===== config.mk =====
export PLATFORM = sky130hd
export DESIGN_NAME = pipeline_stall_sequencer_flat
export DESIGN_NICKNAME = d
export VERILOG_FILES = /design/src/rtl/pipeline_stall_sequencer_if.sv /design/src/rtl/pipeline_stall_sequencer.sv /design/src/flat_wrapper.sv
export SDC_FILE = /design/constraint.sdc
export NUM_CORES = 1
export LEC_CHECK = 0
export ABC_AREA = 1
export BUFFER_PORTS_ARGS = -buffer_cell sky130_fd_sc_hd__buf_2
export CORE_UTILIZATION = 30
export DETAILED_ROUTE_END_ITERATION = 10
export GPL_TIMING_DRIVEN = 0
export HOLD_SLACK_MARGIN = 0.08
export PLACE_DENSITY_LB_ADDON = 0.15
export SYNTH_ARGS = -nofsm -noshare
export SYNTH_HDL_FRONTEND = slang
export SYNTH_SLANG_ARGS = --single-unit
export TNS_END_PERCENT = 100

===== constraint.sdc =====
create_clock -name clock -period 1.1 [get_ports clock]
set_input_delay 0.22 -clock clock [delete_from_list [all_inputs] [get_ports clock]]
set_output_delay 0.22 -clock clock [all_outputs]
set_load 0.03 [all_outputs]

===== src/rtl/pipeline_stall_sequencer_if.sv =====
// ============================================================================
// Module : pipeline_stall_sequencer_if
// Brief  : Decode-controller / pipeline-register bundle for the stall sequencer.
//          stallCount exists only when STALL_PERF_CNT_EN is defined.
// Rev    : 1.0
// ============================================================================
`default_nettype none

interface pipeline_stall_sequencer_if;
  logic       ctrlStall;
  logic       ctrlPop;
  logic       exMemRead;
  logic [2:0] exRd;
  logic [2:0] idRs1;
  logic [2:0] idRs2;
  logic       idUseRs1;
  logic       idUseRs2;
  logic       enablePC;
  logic       enableIFID;
  logic       flushIFID;
  logic       flushIDEX;
  logic       busy;
`ifdef STALL_PERF_CNT_EN
  logic [15:0] stallCount;

  modport master (
    output ctrlStall, ctrlPop, exMemRead, exRd, idRs1, idRs2, idUseRs1, idUseRs2,
    input  enablePC, enableIFID, flushIFID, flushIDEX, busy, stallCount
  );

  modport slave (
    input  ctrlStall, ctrlPop, exMemRead, exRd, idRs1, idRs2, idUseRs1, idUseRs2,
    output enablePC, enableIFID, flushIFID, flushIDEX, busy, stallCount
  );
`else
  modport master (
    output ctrlStall, ctrlPop, exMemRead, exRd, idRs1, idRs2, idUseRs1, idUseRs2,
    input  enablePC, enableIFID, flushIFID, flushIDEX, busy
  );

  modport slave (
    input  ctrlStall, ctrlPop, exMemRead, exRd, idRs1, idRs2, idUseRs1, idUseRs2,
    output enablePC, enableIFID, flushIFID, flushIDEX, busy
  );
`endif
endinterface

`default_nettype wire


===== src/rtl/pipeline_stall_sequencer.sv =====
// ============================================================================
// Module : pipeline_stall_sequencer
// Brief  : Moore FSM turning redirect/pop requests and load-use hazards into
//          PC-hold, IF/ID-hold and bubble sequences. Optional macro
//          STALL_PERF_CNT_EN adds a saturating 16-bit stall-cycle counter.
// Rev    : 1.0
// ============================================================================
`default_nettype none

module pipeline_stall_sequencer #(
  parameter int FLUSH_CYCLES = 1,
  parameter int RET_CYCLES   = 1,
  parameter int CNT_W        = 3
) (
  input  wire logic                  clock,
  input  wire logic                  reset,
  pipeline_stall_sequencer_if.slave  bus
);

  localparam logic [1:0] S_RUN     = 2'd0;
  localparam logic [1:0] S_LDUSE   = 2'd1;
  localparam logic [1:0] S_FLUSH   = 2'd2;
  localparam logic [1:0] S_RETWAIT = 2'd3;

  localparam logic [CNT_W-1:0] FLUSH_INIT = CNT_W'(FLUSH_CYCLES - 1);
  localparam logic [CNT_W-1:0] RET_INIT   = CNT_W'(RET_CYCLES - 1);
  localparam logic [CNT_W-1:0] CNT_ONE    = CNT_W'(1);

  logic [1:0]       state;
  logic [1:0]       state_nxt;
  logic [CNT_W-1:0] cnt;
  logic [CNT_W-1:0] cnt_nxt;

  logic hazard;
  logic rs1_hit;
  logic rs2_hit;

  logic enable_pc;
  logic enable_ifid;
  logic flush_ifid;
  logic flush_idex;
  logic busy_int;

  // R0 is compared like any other register.
  assign rs1_hit = bus.idUseRs1 && (bus.idRs1 == bus.exRd);
  assign rs2_hit = bus.idUseRs2 && (bus.idRs2 == bus.exRd);
  assign hazard  = bus.exMemRead && (rs1_hit || rs2_hit);

  always_comb begin
    state_nxt = state;
    cnt_nxt   = cnt;
    case (state)
      S_RUN: begin
        if (bus.ctrlStall && bus.ctrlPop) begin
          state_nxt = S_RETWAIT;
          cnt_nxt   = RET_INIT;
        end else if (bus.ctrlStall) begin
          state_nxt = S_FLUSH;
          cnt_nxt   = FLUSH_INIT;
        end else if (hazard) begin
          state_nxt = S_LDUSE;
        end
      end
      S_LDUSE: begin
        state_nxt = S_RUN;
      end
      S_FLUSH: begin
        if (cnt == '0) begin
          state_nxt = S_RUN;
        end else begin
          cnt_nxt = cnt - CNT_ONE;
        end
      end
      S_RETWAIT: begin
        // Return data is available: redirect through a normal flush.
        if (cnt == '0) begin
          state_nxt = S_FLUSH;
          cnt_nxt   = FLUSH_INIT;
        end else begin
          cnt_nxt = cnt - CNT_ONE;
        end
      end
      default: begin
        state_nxt = S_RUN;
        cnt_nxt   = '0;
      end
    endcase
  end

  always_ff @(posedge clock) begin
    if (reset) begin
      state <= S_RUN;
      cnt   <= '0;
    end else begin
      state <= state_nxt;
      cnt   <= cnt_nxt;
    end
  end

  always_comb begin
    enable_pc   = 1'b1;
    enable_ifid = 1'b1;
    flush_ifid  = 1'b0;
    flush_idex  = 1'b0;
    busy_int    = 1'b1;
    case (state)
      S_RUN: begin
        busy_int = 1'b0;
      end
      S_LDUSE: begin
        enable_pc   = 1'b0;
        enable_ifid = 1'b0;
        flush_idex  = 1'b1;
      end
      S_FLUSH: begin
        flush_ifid = 1'b1;
        flush_idex = 1'b1;
      end
      S_RETWAIT: begin
        enable_pc   = 1'b0;
        enable_ifid = 1'b0;
        flush_ifid  = 1'b1;
        flush_idex  = 1'b1;
      end
      default: begin
        busy_int = 1'b1;
      end
    endcase
  end

  assign bus.enablePC   = enable_pc;
  assign bus.enableIFID = enable_ifid;
  assign bus.flushIFID  = flush_ifid;
  assign bus.flushIDEX  = flush_idex;
  assign bus.busy       = busy_int;

`ifdef STALL_PERF_CNT_EN
  logic [15:0] stall_count;
  logic        stall_cycle;

  assign stall_cycle = !enable_pc || flush_ifid;

  always_ff @(posedge clock) begin
    if (reset) begin
      stall_count <= '0;
    end else if (stall_cycle && (stall_count != 16'hFFFF)) begin
      stall_count <= stall_count + 16'd1;
    end
  end

  assign bus.stallCount = stall_count;
`endif

endmodule

`default_nettype wire


===== src/flat_wrapper.sv =====
// flat-port wrapper written by rule: the top's interface ports become plain ports
module pipeline_stall_sequencer_flat 
#(
  parameter int FLUSH_CYCLES = 1,
  parameter int RET_CYCLES   = 1,
  parameter int CNT_W        = 3
)
  (clock, reset, bus_ctrlStall, bus_ctrlPop, bus_exMemRead, bus_exRd, bus_idRs1, bus_idRs2, bus_idUseRs1, bus_idUseRs2, bus_enablePC, bus_enableIFID, bus_flushIFID, bus_flushIDEX, bus_busy);
  pipeline_stall_sequencer_if bus_i ();
  input  wire logic clock;
  input  wire logic reset;
  input wire logic [$bits(bus_i.ctrlStall)-1:0] bus_ctrlStall;
  input wire logic [$bits(bus_i.ctrlPop)-1:0] bus_ctrlPop;
  input wire logic [$bits(bus_i.exMemRead)-1:0] bus_exMemRead;
  input wire logic [$bits(bus_i.exRd)-1:0] bus_exRd;
  input wire logic [$bits(bus_i.idRs1)-1:0] bus_idRs1;
  input wire logic [$bits(bus_i.idRs2)-1:0] bus_idRs2;
  input wire logic [$bits(bus_i.idUseRs1)-1:0] bus_idUseRs1;
  input wire logic [$bits(bus_i.idUseRs2)-1:0] bus_idUseRs2;
  output wire logic [$bits(bus_i.enablePC)-1:0] bus_enablePC;
  output wire logic [$bits(bus_i.enableIFID)-1:0] bus_enableIFID;
  output wire logic [$bits(bus_i.flushIFID)-1:0] bus_flushIFID;
  output wire logic [$bits(bus_i.flushIDEX)-1:0] bus_flushIDEX;
  output wire logic [$bits(bus_i.busy)-1:0] bus_busy;
  assign bus_i.ctrlStall = bus_ctrlStall;
  assign bus_i.ctrlPop = bus_ctrlPop;
  assign bus_i.exMemRead = bus_exMemRead;
  assign bus_i.exRd = bus_exRd;
  assign bus_i.idRs1 = bus_idRs1;
  assign bus_i.idRs2 = bus_idRs2;
  assign bus_i.idUseRs1 = bus_idUseRs1;
  assign bus_i.idUseRs2 = bus_idUseRs2;
  assign bus_enablePC = bus_i.enablePC;
  assign bus_enableIFID = bus_i.enableIFID;
  assign bus_flushIFID = bus_i.flushIFID;
  assign bus_flushIDEX = bus_i.flushIDEX;
  assign bus_busy = bus_i.busy;
  pipeline_stall_sequencer #(.FLUSH_CYCLES(FLUSH_CYCLES), .RET_CYCLES(RET_CYCLES), .CNT_W(CNT_W)) u_core (.clock(clock), .reset(reset), .bus(bus_i));
endmodule

==> results.toml <==
[outcome]
violations = "setup timing"
status = "finished with violations"

[global_routing]
grt.overflow.total = 0
grt_max_degree = 6
met3_usage = 0.0667
grt.met1_usage = 0.132
grt_usage = 0.129
grt_pass1_vias = 410
grt_pass1_wl_mm = 1.40
grt.met2_usage = 0.242
antenna_found_initial = 0
busiest_layer = "met2"

[timing]
slew_violations = 0
max_freq_mhz = 833
finClkSkew_ns = 0.00480
fin_ws_ns = -0.100
min_period_ns = 1.20
rsz0062_at_grt = "yes"
hold_viol_final = 0
finalCritPeriodShare = 1.09
setup_viol = 4
worst_slew_pin_slew_ns = 0.147
slew_headroom = 0.902

[worst_setup_path]
path_buf_inv = 1
startpoint = "u_core.state[1]"
startpoint_type = "register"
cp_num_cells = 8
path_delay_family = "simple AND/OR/NAND/NOR gates"
cp-endpoint = "u_core.cnt[1]"
rr_endpoint = "u_core.cnt[1]"
crit_fanout = 4
slowest_delay_ns = 0.33
cp.arrival_ns = 1.36
worst_path_max_delay_cell = "dfxtp_2"
critPathCaptureType = "register"
r2r-start = "u_core.state[1]"
critical_path_class = "reg2reg"
rr_worst_depth = 8
path_cells = "inv_4, nand2_8, or2_4, nand2_4, nor2_2, nor2_4, o21ai_1, a21oi_1"
critPathRequiredTime_ns = 1.26
r2r_setup_slack_ns = -0.10

[floorplan]
die_w_um = 40.5
fp-row-count = 13
ios = 21
start_util = 0.333
dieArea_um2 = 1640
core_area_um2 = 1330
dieHeight_um = 40.5

[power_and_ir_drop]
power_density_nw_per_um2 = 2690
clock_power_share = 0.111
intPower_mw = 1.02
p_switching_uw = 893
leakagePower_nw = 0.401
sw_frac_of_total = 0.468
p_total_mw = 1.91
power_frac_comb = 0.726
seq_power_share = 0.163
ir_worst_vdd_uv = 1510

[placed_design]
io_buffers = 20
dpl.hpwl_um = 669
gp_congestion = 0.698
placed_area_um2 = 577

[finish]
nets = 123
final_layout_size_suffix_gt1_frac = 0.481
layout_common_cells = "nand2_1 (24), buf_2 (16), inv_1 (11)"
fin_area_um2 = 709
num_antenna_cells = 0
syn2layout_area_growth_pct = 59.7
fillers = 149
layout.cells.most_common = "nand2_1"
multi_input_area_um2 = 299
fin_util = 0.532
regArea_um2 = 105

[synth]
synth_top_family_by_area = "simple AND/OR/NAND/NOR gates"
netlist_instances = 75
yosys_warnings = 0
syn_area_um2 = 444
yosys.area_share.xor_xnor = 0
syn_nets = 93
synth.area.mux_share = 0
synth_fa_ha_area_frac = 0.0563
postSynthAreaPerCell_um2 = 5.92
ys_seq_elements = 5
ys_seq_area_frac = 0.225
ys_types = 17
synth-compound-area-share = 0.127
synth_simple_gate_area_share = 0.408

[drt]
dr_total_vias = 496
detail_route.iter0.violations = 8
ant_nets = 0
routedWlPerCell_um = 7.47
dr.pass1.iters = 3
routed_wl_um = 889
vias_per_cell = 4.17
drc = 0

[cts]
clk_pin_slew_ns = 0.05
cts_max_path_buffers = 2
ctsHoldBuffers = 0
tritoncts = "done"
cts_sinks = 5
worstSkewPairLatency_ns = 0.24
cts_root_buffer = "clkbuf_4"
cts_inserted_buffers = 3
cts_max_level = 1

[flow_run]
drv_cap = 0

[worst_hold_path]
hold_class = "in2reg"
[synthesized netlist by cell type]
library cell | count | area [um2]
nand2_1 | 25 | 93.8
dfxtp_1 | 5 | 100
or2_4 | 1 | 8.76
nand2_4 | 2 | 22.5
a21oi_1 | 5 | 25.0
inv_2 | 3 | 11.3
a21oi_2 | 1 | 8.76
o21bai_1 | 1 | 7.51
nor2_4 | 1 | 11.3
inv_1 | 14 | 52.6
o21ai_1 | 3 | 15.0
dlygate4sd3_1 | 1 | 10.0
buf_4 | 1 | 7.51
nor2_2 | 1 | 6.26
ha_1 | 2 | 25.0
nor2_1 | 7 | 26.3
nand2_2 | 2 | 12.5
[timing repair]
item | in CTS | in global routing
gates cloned | 0 | 0
setup endpoints to repair | 8 | 9
pin swaps | 5 | 2
resized for setup | 16 | 13
setup buffers | 4 | 1
[worst min path at each step]
stage                     startpoint         endpoint  slack, ns  cells after the start
after global placement         reset  u_core.state[1]       0.45                      2
after CTS                      reset  u_core.state[1]       0.18                      2
final                          reset  u_core.state[1]       0.19                      2
after global routing           reset  u_core.state[1]       0.20                      2
after detailed placement       reset  u_core.state[1]       0.45                      2
after floorplan                reset  u_core.state[1]       0.29                      1
[through the flow]
| stage | TNS [ns] | setup slack (ns) | std cells | hold WS [ns] |
|---|---|---|---|---|
| floorplan | -0.305 | -0.0938 | 75 | 0.292 |
| global placement | -0.461 | -0.164 | 110 | 0.447 |
| detailed placement | -0.494 | -0.180 | 110 | 0.446 |
| CTS | -0.305 | -0.0856 | 118 | 0.180 |
| global route | -0.654 | -0.159 | 119 | 0.201 |
| finish | -0.311 | -0.100 | 119 | 0.186 |
[final cells by class]
class,count,share of cell area
tap,15,0.0265
clock buffer,4,0.0370
multi-input combinational,51,0.422
timing repair buffer,25,0.243
sequential,5,0.148
buffer,2,0.0229
inverter,17,0.101
[power groups by stage]
stage	Combinational, mW	Sequential, mW	Clock [mW]
after floorplan	0.846	0.294	0
after global placement	1.03	0.298	0
after detailed placement	1.04	0.301	0
after CTS	1.21	0.316	0.220
after global routing	1.51	0.316	0.228
final	1.39	0.311	0.212
[kinds of logic after synthesis]
group	Yosys count
flip-flops	5
adder cells (fa/ha/maj)	2
AO/OA/AOI/OAI	10
AND/OR/NAND/NOR	39
buffers and inverters	19
[metal layers]
| layer | up-vias | part of all wire |
|---|---|---|
| met5 | - | 0 |
| met4 | 0 | 0 |
| met3 | 0 | 0.066 |
| met2 | 12 | 0.49 |
| met1 | 209 | 0.44 |
| li1 | 275 | - |
[flip-flops by register name, summed over array words and instances, names as in the netlist]
name and flops:
u_core.state 2, u_core.cnt 3
(Power assumes the default switching activity.)
